==> src/rtl/pwm_compare_pkg.sv <==
// Shared constants and duty helpers for the
// PWM compare stage and future compare stages.
package pwm_compare_pkg;

  localparam int CNT_W = 4;
  localparam int DUTY_W = CNT_W + 1;
  localparam logic [DUTY_W-1:0] DUTY_MAX =
    DUTY_W'(1 << CNT_W);

  // Clamp a duty request to 2^w (always-high).
  function automatic logic [31:0] sat_duty(
    input logic [31:0] d,
    input int w
  );
    logic [31:0] mx;
    mx = 32'd1 << w;
    return (d > mx) ? mx : d;
  endfunction

endpackage

==> src/rtl/pwm_compare_duty_shadow.sv <==
// Double-buffered duty register with valid/ready
// load, wrap-aligned apply and an update pulse.
module duty_shadow
  import pwm_compare_pkg::*;
#(
  parameter int WIDTH = CNT_W
) (
  input  logic           clk,
  input  logic           resetn,
  input  logic           cnt_cout,
  input  logic [WIDTH:0] duty,
  input  logic           duty_valid,
  output logic           duty_ready,
  output logic [WIDTH:0] active_duty,
  output logic           updated
);

  localparam int DW = WIDTH + 1;

  logic [DW-1:0] pend_duty;
  logic          pend_valid;
  logic [DW-1:0] sat;
  logic          accept;

  assign sat = DW'(sat_duty(32'(duty), WIDTH));
  assign duty_ready = resetn & ~pend_valid;
  assign accept = duty_valid & duty_ready;

  always_ff @(posedge clk) begin
    if (!resetn) begin
      active_duty <= '0;
      pend_duty   <= '0;
      pend_valid  <= 1'b0;
      updated     <= 1'b0;
    end else begin
      updated <= 1'b0;
      if (cnt_cout) begin
        if (pend_valid) begin
          active_duty <= pend_duty;
          pend_valid  <= 1'b0;
          updated     <= 1'b1;
        end else if (accept) begin
          // Load on the wrap edge skips the shadow.
          active_duty <= sat;
          updated     <= 1'b1;
        end
      end else if (accept) begin
        pend_duty  <= sat;
        pend_valid <= 1'b1;
      end
    end
  end

endmodule

==> src/rtl/pwm_compare.sv <==
// PWM compare stage fed by a free-running counter.
// PWM_WRAP_CNT_EN adds a wrap counter on WRAP_CNT_O.
module pwm_compare
  import pwm_compare_pkg::*;
#(
  parameter int WIDTH      = CNT_W,
  parameter int WRAP_CNT_W = 8
) (
  input  logic                  CLK,
  input  logic                  RESETN,
  input  logic [WIDTH-1:0]      CNT_I,
  input  logic                  CNT_COUT,
  input  logic [WIDTH:0]        DUTY_I,
  input  logic                  DUTY_VALID,
  output logic                  DUTY_READY,
  output logic                  PWM_O,
`ifdef PWM_WRAP_CNT_EN
  output logic [WRAP_CNT_W-1:0] WRAP_CNT_O,
`endif
  output logic                  UPDATED_O
);

  logic [WIDTH:0] active_duty;

  duty_shadow #(
    .WIDTH(WIDTH)
  ) u_shadow (
    .clk        (CLK),
    .resetn     (RESETN),
    .cnt_cout   (CNT_COUT),
    .duty       (DUTY_I),
    .duty_valid (DUTY_VALID),
    .duty_ready (DUTY_READY),
    .active_duty(active_duty),
    .updated    (UPDATED_O)
  );

  always_ff @(posedge CLK) begin
    if (!RESETN) begin
      PWM_O <= 1'b0;
    end else begin
      PWM_O <= {1'b0, CNT_I} < active_duty;
    end
  end

`ifdef PWM_WRAP_CNT_EN
  always_ff @(posedge CLK) begin
    if (!RESETN) begin
      WRAP_CNT_O <= '0;
    end else if (CNT_COUT) begin
      WRAP_CNT_O <= WRAP_CNT_O + 1'b1;
    end
  end
`else
  localparam int unused_wrap_w = WRAP_CNT_W;
`endif

endmodule

==> config.mk <==
export PLATFORM = sky130hd
export DESIGN_NAME = pwm_compare
export DESIGN_NICKNAME = d
export VERILOG_FILES = /design/src/rtl/pwm_compare_pkg.sv /design/src/rtl/pwm_compare_duty_shadow.sv /design/src/rtl/pwm_compare.sv
export SDC_FILE = /design/constraint.sdc
export NUM_CORES = 1
export LEC_CHECK = 0
export ABC_AREA = 1
export CAP_MARGIN = 20
export CORE_UTILIZATION = 40
export DETAILED_ROUTE_END_ITERATION = 8
export PLACE_DENSITY = 0.66
export SLEW_MARGIN = 40
export SYNTH_ARGS = -nofsm -noshare
export SYNTH_HDL_FRONTEND = slang
export SYNTH_SLANG_ARGS = --single-unit
==> constraint.sdc <==
create_clock -name CLK -period 2.8 [get_ports CLK]
set_clock_uncertainty 0.1 [all_clocks]
set_input_delay 0.56 -clock CLK [delete_from_list [all_inputs] [get_ports CLK]]
set_output_delay 0.56 -clock CLK [all_outputs]
set_load 0.05 [all_outputs]
# [After elaboration in Yosys (flattened, before gate mapping)]
# Index checks and enable logic that the tools add are counted.
[totals] reg_bits=13 inputBits=13 output_inout_bits=3 wordCells=22
[classes] n_lt_le_gt_ge=2 mux=5 bitwise=5 reduce_logical=5
[ops] cell="$mux W5" count=3
[ops] cell="$reduce_and A2 Y1" count=3
[ops] cell="$gt A5 B5 Y1 const B" count=1
[ops] cell="$lt A4 B5 Y1" count=1
[ops] cell="$not A1 Y1" count=3
[ops] cell="$and A1 B1 Y1" count=2
[ops] cell="$mux W1" count=2
[ops] cell="$reduce_bool A2 Y1" count=1
[ops] cell="$reduce_or A2 Y1" count=1

# [Longest topological paths before layout]
# Gate-level depths: netlist of the first run.
[logic_depth] depth_word=5 mapped_depth=7 mapped_depth_nobuf=7

# [Modules after synthesis]
# From an unflattened synthesis of the first run, not the netlist that was laid out.
[hier_totals] cells_unflattened=103 area_unflattened_um2=713.2
[modules_own_cells] module="duty_shadow" instances=1 cells_each=80 area_per_inst_um2=578.1 seq_area_each_um2=240.2
[modules_own_cells] module="pwm_compare" instances=1 cells_each=23 area_per_inst_um2=135.1 seq_area_each_um2=20.0

# [Worst setup path after synthesis of the first run]
# Ideal clock, no wire load.
[synth_path] path_type="input port to output port" from="in RESETN" to="out DUTY_READY" t_arrival_ps=892 required_ps=2140 path_slack_ps=1248 stages=2 path_buffers=0 path_cell_list="inv_2 nor2_4"
[synth_via] elab_chain_len=1
[synth_lines] item="start: declaration" line_no="pwm_compare.sv:10" rtl="input logic RESETN,"
[synth_lines] item="$and A1 B1 Y1" line_no="pwm_compare_duty_shadow.sv:26" rtl="assign duty_ready = resetn & ~pend_valid;"
[synth_lines] item="end: declaration" line_no="pwm_compare.sv:15" rtl="output logic DUTY_READY,"
# Every way passes these cells.

# [Worst setup path after layout of the first run]
# Ends and elaborated chain as after synthesis.

==> results_dict.tcl, run 1 <==
set metrics [dict create \
    routed-wl-met2_um 706 \
    synth.avg_cell_area_um2 6.91 \
    cp.arrival_ns 1.42 \
    maxCapViolCount 0 \
    syn_area_um2 712 \
    tritoncts "done" \
    postPlaceCellArea_um2 881 \
    grt_pass1_vias 618 \
    pwr-share-seq_pct 48.7 \
    drc_errors 1 \
    synth-simple-area-share_pct 36.2 \
    internal-power_uw 294 \
    routedLengthMet1_um 635 \
    swShare_pct 29.2 \
    place_congestion 0.733 \
    yosys-mux-area-fraction_pct 0 \
    final_hold_viol_count 0 \
    worst-path-buf-inv 3 \
    cp_max_fo 4 \
    drtIter0Drc 3 \
    drtAntennaViolNets 0 \
    maxClockFrequency_ghz 0.480 \
    wl_met3_um 70 \
    setup_tns_ns 0 \
    clkPwrFrac_pct 28.8 \
    clock-sinks 13 \
    critPathKind "input pin to primary output" \
    min-delay-path-class "flop to flop" \
    synth-main-ff-cell "dfxtp_1" \
    die_area_mm2 0.00195 \
    start_util_pct 45.2 \
    dr.pass1.iters 6 \
    crit_slowest_cell "clkdlybuf4s50_1" \
    synthAdderAreaFrac_pct 5.27 \
    p_leak_uw 0.000421 \
    clkTransAtPathRegs_ns 0.08 \
    via_per_inst 4.80 \
    power_uw 415 \
    post-route-period-util_pct 74.5 \
    grt_max_degree 13 \
    cp_cell_sequence "clkdlybuf4s50_1 -> inv_2 -> nor2_4 -> buf_12" \
    htreeDepth 1 \
    synth_edf_count 0 \
    rows 14 \
    path_delay_family "buffers and inverters" \
    clk_latency_ns 0.28 \
    netlist-cell-type-count 20 \
    syn_inst 103 \
    routed_wl_mm 1.43 \
    final_nets 138 \
    peakVddDrop_mv 0.381 \
    post-route-min-period_ns 2.08 \
    yosysWarnings 0 \
    tightest_slew_ns 0.524 \
    routed.top_layer "met4" \
    vias 657 \
    mappedNetlistNets 119 \
    critPathCaptureType "primary output" \
    cts_root_buf "clkbuf_4" \
    synth_top_family_by_area "simple AND/OR/NAND/NOR gates" \
    cts_hold_buf 0 \
    dp_hpwl_mm 1.08 \
    antenna_cells 0 \
    areaGrowthSynthToFinish_pct 27.4 \
    die_h_um 44.2 \
    grt_setup_unrepaired "no" \
    post_cts_buffers 0 \
    max_stage_delay_ns 0.49 \
    power.switching_uw 121 \
    synth-compound-area-share_pct 10.9 \
    setup_viol 0 \
    synth-seq-cells 13 \
    status "finished, violations left" \
    grt-ovfl-total 0 \
    drive_gt1_share_pct 9.92 \
    violations "DRC" \
    grt_first_pass_wirelength_mm 2.47 \
    die_w_um 44.2 \
    cts_buffer_depth 2 \
    relSlewSlack_pct 65.0 \
    wl_per_cell_um 10.4 \
    slew_viol_final 0 \
    ioPinCount 16 \
    port_buffers 15 \
    final_cell_area_um2 907 \
    cp-start-kind "input pin" \
    synthArstFlopShare_pct 0 \
    cp.required_ns 2.14 \
    synthXorXnorAreaFrac_pct 0 \
    core_area_mm2 0.00158 \
    grt_use_total_pct 17.4 \
    cts_buffers 3 \
    post_cts_resized 0 \
    comb_power_share_pct 22.5 \
    powerDensity_mw_per_mm2 457 \
    antenna_found_initial 0 \
    hold_slack_ns 0.400 \
    seq_area_frac_synth_pct 36.6 \
]
==> placed cells by master, fill, tap and decap left out <==
cell,count
o21ai_2,1
nand4_1,1
clkbuf_4,3
o21ai_0,4
nor2_2,1
nor3_1,2
o21bai_1,3
nand2_1,21
buf_12,1
ha_1,3
buf_4,1
inv_2,1
dfxtp_1,13
o21ai_1,1
nor2_4,2
inv_1,15
a21oi_1,1
nand3_4,1
nand3_1,3
nor2_1,27
clkbuf_1,1
clkdlybuf4s50_1,14
a21oi_4,1
==> cell type report <==
class | instances | area (um^2)
multi-input cells | 72 | 373
flip-flops and latches | 13 | 260
clock buffers | 4 | 26.3
fillers | 157 | 669
repair buffers | 16 | 168
inverters | 16 | 60.1
well taps | 16 | 20.0
==> state kept, by name (all words and copies together) (netlist names) <==
register and flops:
u_shadow.pend_valid 1, u_shadow.pend_duty 5, PWM_O 1, u_shadow.updated 1, u_shadow.active_duty 5
==> cells by family (layout without fill, tap and decap cells) <==
logic type | Yosys count | after routing
flops | 13 | 13
fa+ha+maj | 3 | 3
buf+inv | 18 | 36
simple gates | 58 | 58
compound gates | 11 | 11
==> layer usage <==
layer,global-route usage [%],up-vias
li1,-,354
met1,19.1,289
met2,30.3,12
met3,7.35,2
met4,5.45,0
met5,0,-
==> cell usage after synthesis, types with 2 or more instances <==
cell      count  area [um^2]
ha_1          3         37.5
dfxtp_1      13          260
o21ai_0       4         20.0
inv_1        15         56.3
nand3_1       3         15.0
nor3_1        2         10.0
nor2_4        2         22.5
nand2_1      21         78.8
nor2_1       27          101
o21bai_1      3         22.5
==> power groups by stage <==
stage | registers [uW] | logic (uW) | clock network [uW]
floorplan | 211 | 51.5 | 0
global placement | 206 | 91.9 | 0
detailed placement | 207 | 93.8 | 0
CTS | 202 | 94.3 | 122
global route | 204 | 105 | 132
finish | 202 | 93.3 | 119
==> through the flow <==
step | setup slack, ns | instances | util, %
3_5_place_dp | 0.719 | 133 | 55.9
5_1_grt | 0.674 | 137 | 57.5
4_1_cts | 0.708 | 137 | 57.5
2_1_floorplan | 1.25 | 103 | -
6_report | 0.715 | 137 | 57.5
3_3_place_gp | 0.734 | 133 | 55.9
==> final timing paths <==
check	from	to	slack (ns)	cells after the start
worst max-delay path	RESETN	DUTY_READY	0.72	4
worst min-delay path	u_shadow.pend_duty[4]$_SDFFE_PN0P_	u_shadow.pend_duty[4]$_SDFFE_PN0P_	0.40	2
worst max register to register	u_shadow.pend_valid$_SDFFE_PP0P_	u_shadow.pend_duty[3]$_SDFFE_PN0P_	1.42	5
worst min register to register	u_shadow.pend_duty[4]$_SDFFE_PN0P_	u_shadow.pend_duty[4]$_SDFFE_PN0P_	0.40	2
==> tightest hold or removal path, stage by stage, from the launching register on <==
cell,delay (ns)
dfxtp_1,0.32
nor2_1,0.10
nor2_1,0.05
(Power assumes the default switching activity.)
==> run 2: changes to the inputs <==
- PLACE_DENSITY: 0.66 -> 0.68
- clock period: 2.8 -> 1.8 ns (I/O delays scaled with it)
==> results_dict.tcl, run 2 (synthesized netlist as in run 1, its figures left out) <==
set metrics [dict create \
    cp-start-kind "flop" \
    critPathKind "flop to primary output" \
    drtIter0Drc 12 \
    antenna_cells 0 \
    rows 14 \
    top_regs "u_shadow.active_duty x5, u_shadow.pend_duty x5" \
    grt_use_total_pct 17.7 \
    maxCapViolCount 0 \
    path_delay_family "flip-flops" \
    final_cell_area_um2 910 \
    layout_common_cells "nor2_1, nand2_1, inv_1" \
    drtAntennaViolNets 0 \
    die_area_mm2 0.00195 \
    cp_cell_sequence "nor2_4 -> buf_12" \
    post-route-min-period_ns 1.69 \
    vias 646 \
    drive_gt1_share_pct 12.3 \
    cts_buffers 3 \
    clock-sinks 13 \
    relSlewSlack_pct 65.1 \
    die_w_um 44.2 \
    setup_tns_ns 0 \
    htreeDepth 1 \
    cp.arrival_ns 1.23 \
    core_area_mm2 0.00158 \
    antenna_found_initial 0 \
    grt_first_pass_wirelength_mm 2.50 \
    slew_viol_final 0 \
    place_congestion 0.751 \
    r2r_start "u_shadow.pend_valid$_SDFFE_PP0P_" \
    dr.pass1.iters 6 \
    worst-path-buf-inv 1 \
    grt_setup_unrepaired "no" \
    start_util_pct 45.2 \
    powerDensity_mw_per_mm2 711 \
    port_buffers 15 \
    dp_hpwl_mm 1.09 \
    final_hold_viol_count 0 \
    tightest_slew_ns 0.523 \
    cp_max_fo 12 \
    tritoncts "done" \
    peakVddDrop_mv 0.504 \
    hold_start "u_shadow.active_duty[0]$_SDFFE_PN0P_" \
    wl_per_cell_um 10.2 \
    max_stage_delay_ns 0.66 \
    status "finished clean" \
    p_leak_uw 0.000429 \
    clk_latency_ns 0.29 \
    final_nets 139 \
    die_h_um 44.2 \
    critPathCaptureType "primary output" \
    fin_cells 138 \
    cp-startpoint "u_shadow.pend_valid$_SDFFE_PP0P_" \
    hold_slack_ns 0.390 \
    grt_max_degree 13 \
    cts_buffer_depth 2 \
    numPlacedInstances 134 \
    cts_hold_buf 0 \
    grt-ovfl-total 0 \
    post-route-period-util_pct 93.8 \
    cts_root_buf "clkbuf_4" \
    layout_commonest_cell "nor2_1" \
    postPlaceCellArea_um2 883 \
    ioPinCount 16 \
    areaGrowthSynthToFinish_pct 27.8 \
    setup_viol 0 \
    clkTransAtPathRegs_ns 0.08 \
    drc_errors 0 \
    crit_slowest_cell "dfxtp_1" \
    post_cts_resized 0 \
    maxClockFrequency_ghz 0.593 \
    grt_pass1_vias 608 \
    routed_wl_mm 1.41 \
    via_per_inst 4.68 \
    post_cts_buffers 0 \
    min-delay-path-class "flop to flop" \
    cp.required_ns 1.34 \
]
==> run 2: cell types whose count changed in the layout (fill, tap and decap cells not counted) <==
cell             delta
buf_4               +3
clkdlybuf4s50_1     -2
==> run 2: metal layers <==
metal	track usage, %	vias up	part of all wire (%)
met5	0	-	0
met4	7.27	0	1.6
met3	7.35	5	5.5
met2	27.6	15	42
met1	21.4	271	51
li1	-	355	-
==> run 2: report_power, final <==
part | switching [uW] | total, uW | internal [uW]
logic | 78.1 | 145 | 67.1
registers | 10.1 | 314 | 304
clock network | 101 | 188 | 86.3
==> run 2: area by class of cell <==
| cell class | instances | area [um^2] |
|---|---|---|
| clock buffer | 4 | 26.3 |
| fill | 149 | 667 |
| inverter | 16 | 60.1 |
| multi-input combinational | 72 | 373 |
| sequential | 13 | 260 |
| tap | 16 | 20.0 |
| timing repair buffer | 17 | 170 |
==> run 2: path summary, 6_finish.rpt <==
check	slack (ns)	depth (start not counted)	to
setup / recovery	0.11	2	DUTY_READY
setup reg to reg	0.39	5	u_shadow.pend_duty[1]$_SDFFE_PN0P_
hold reg to reg	0.39	2	u_shadow.active_duty[0]$_SDFFE_PN0P_
hold / removal	0.39	2	u_shadow.active_duty[0]$_SDFFE_PN0P_
==> run 2: worst min-delay path: cells and delay by family (launching register included) <==
family | cells | cell delay (ns)
and+or+nand+nor | 2 | 0.14
DFF | 1 | 0.31
==> run 2: through the flow <==
stage	worst slack [ns]	total power, uW	utilization [%]
floorplan	0.488	408	-
global placement	0.113	465	56.0
detailed placement	0.102	466	56.0
CTS	0.112	658	57.7
global route	0.0499	691	57.7
finish	0.112	647	57.7
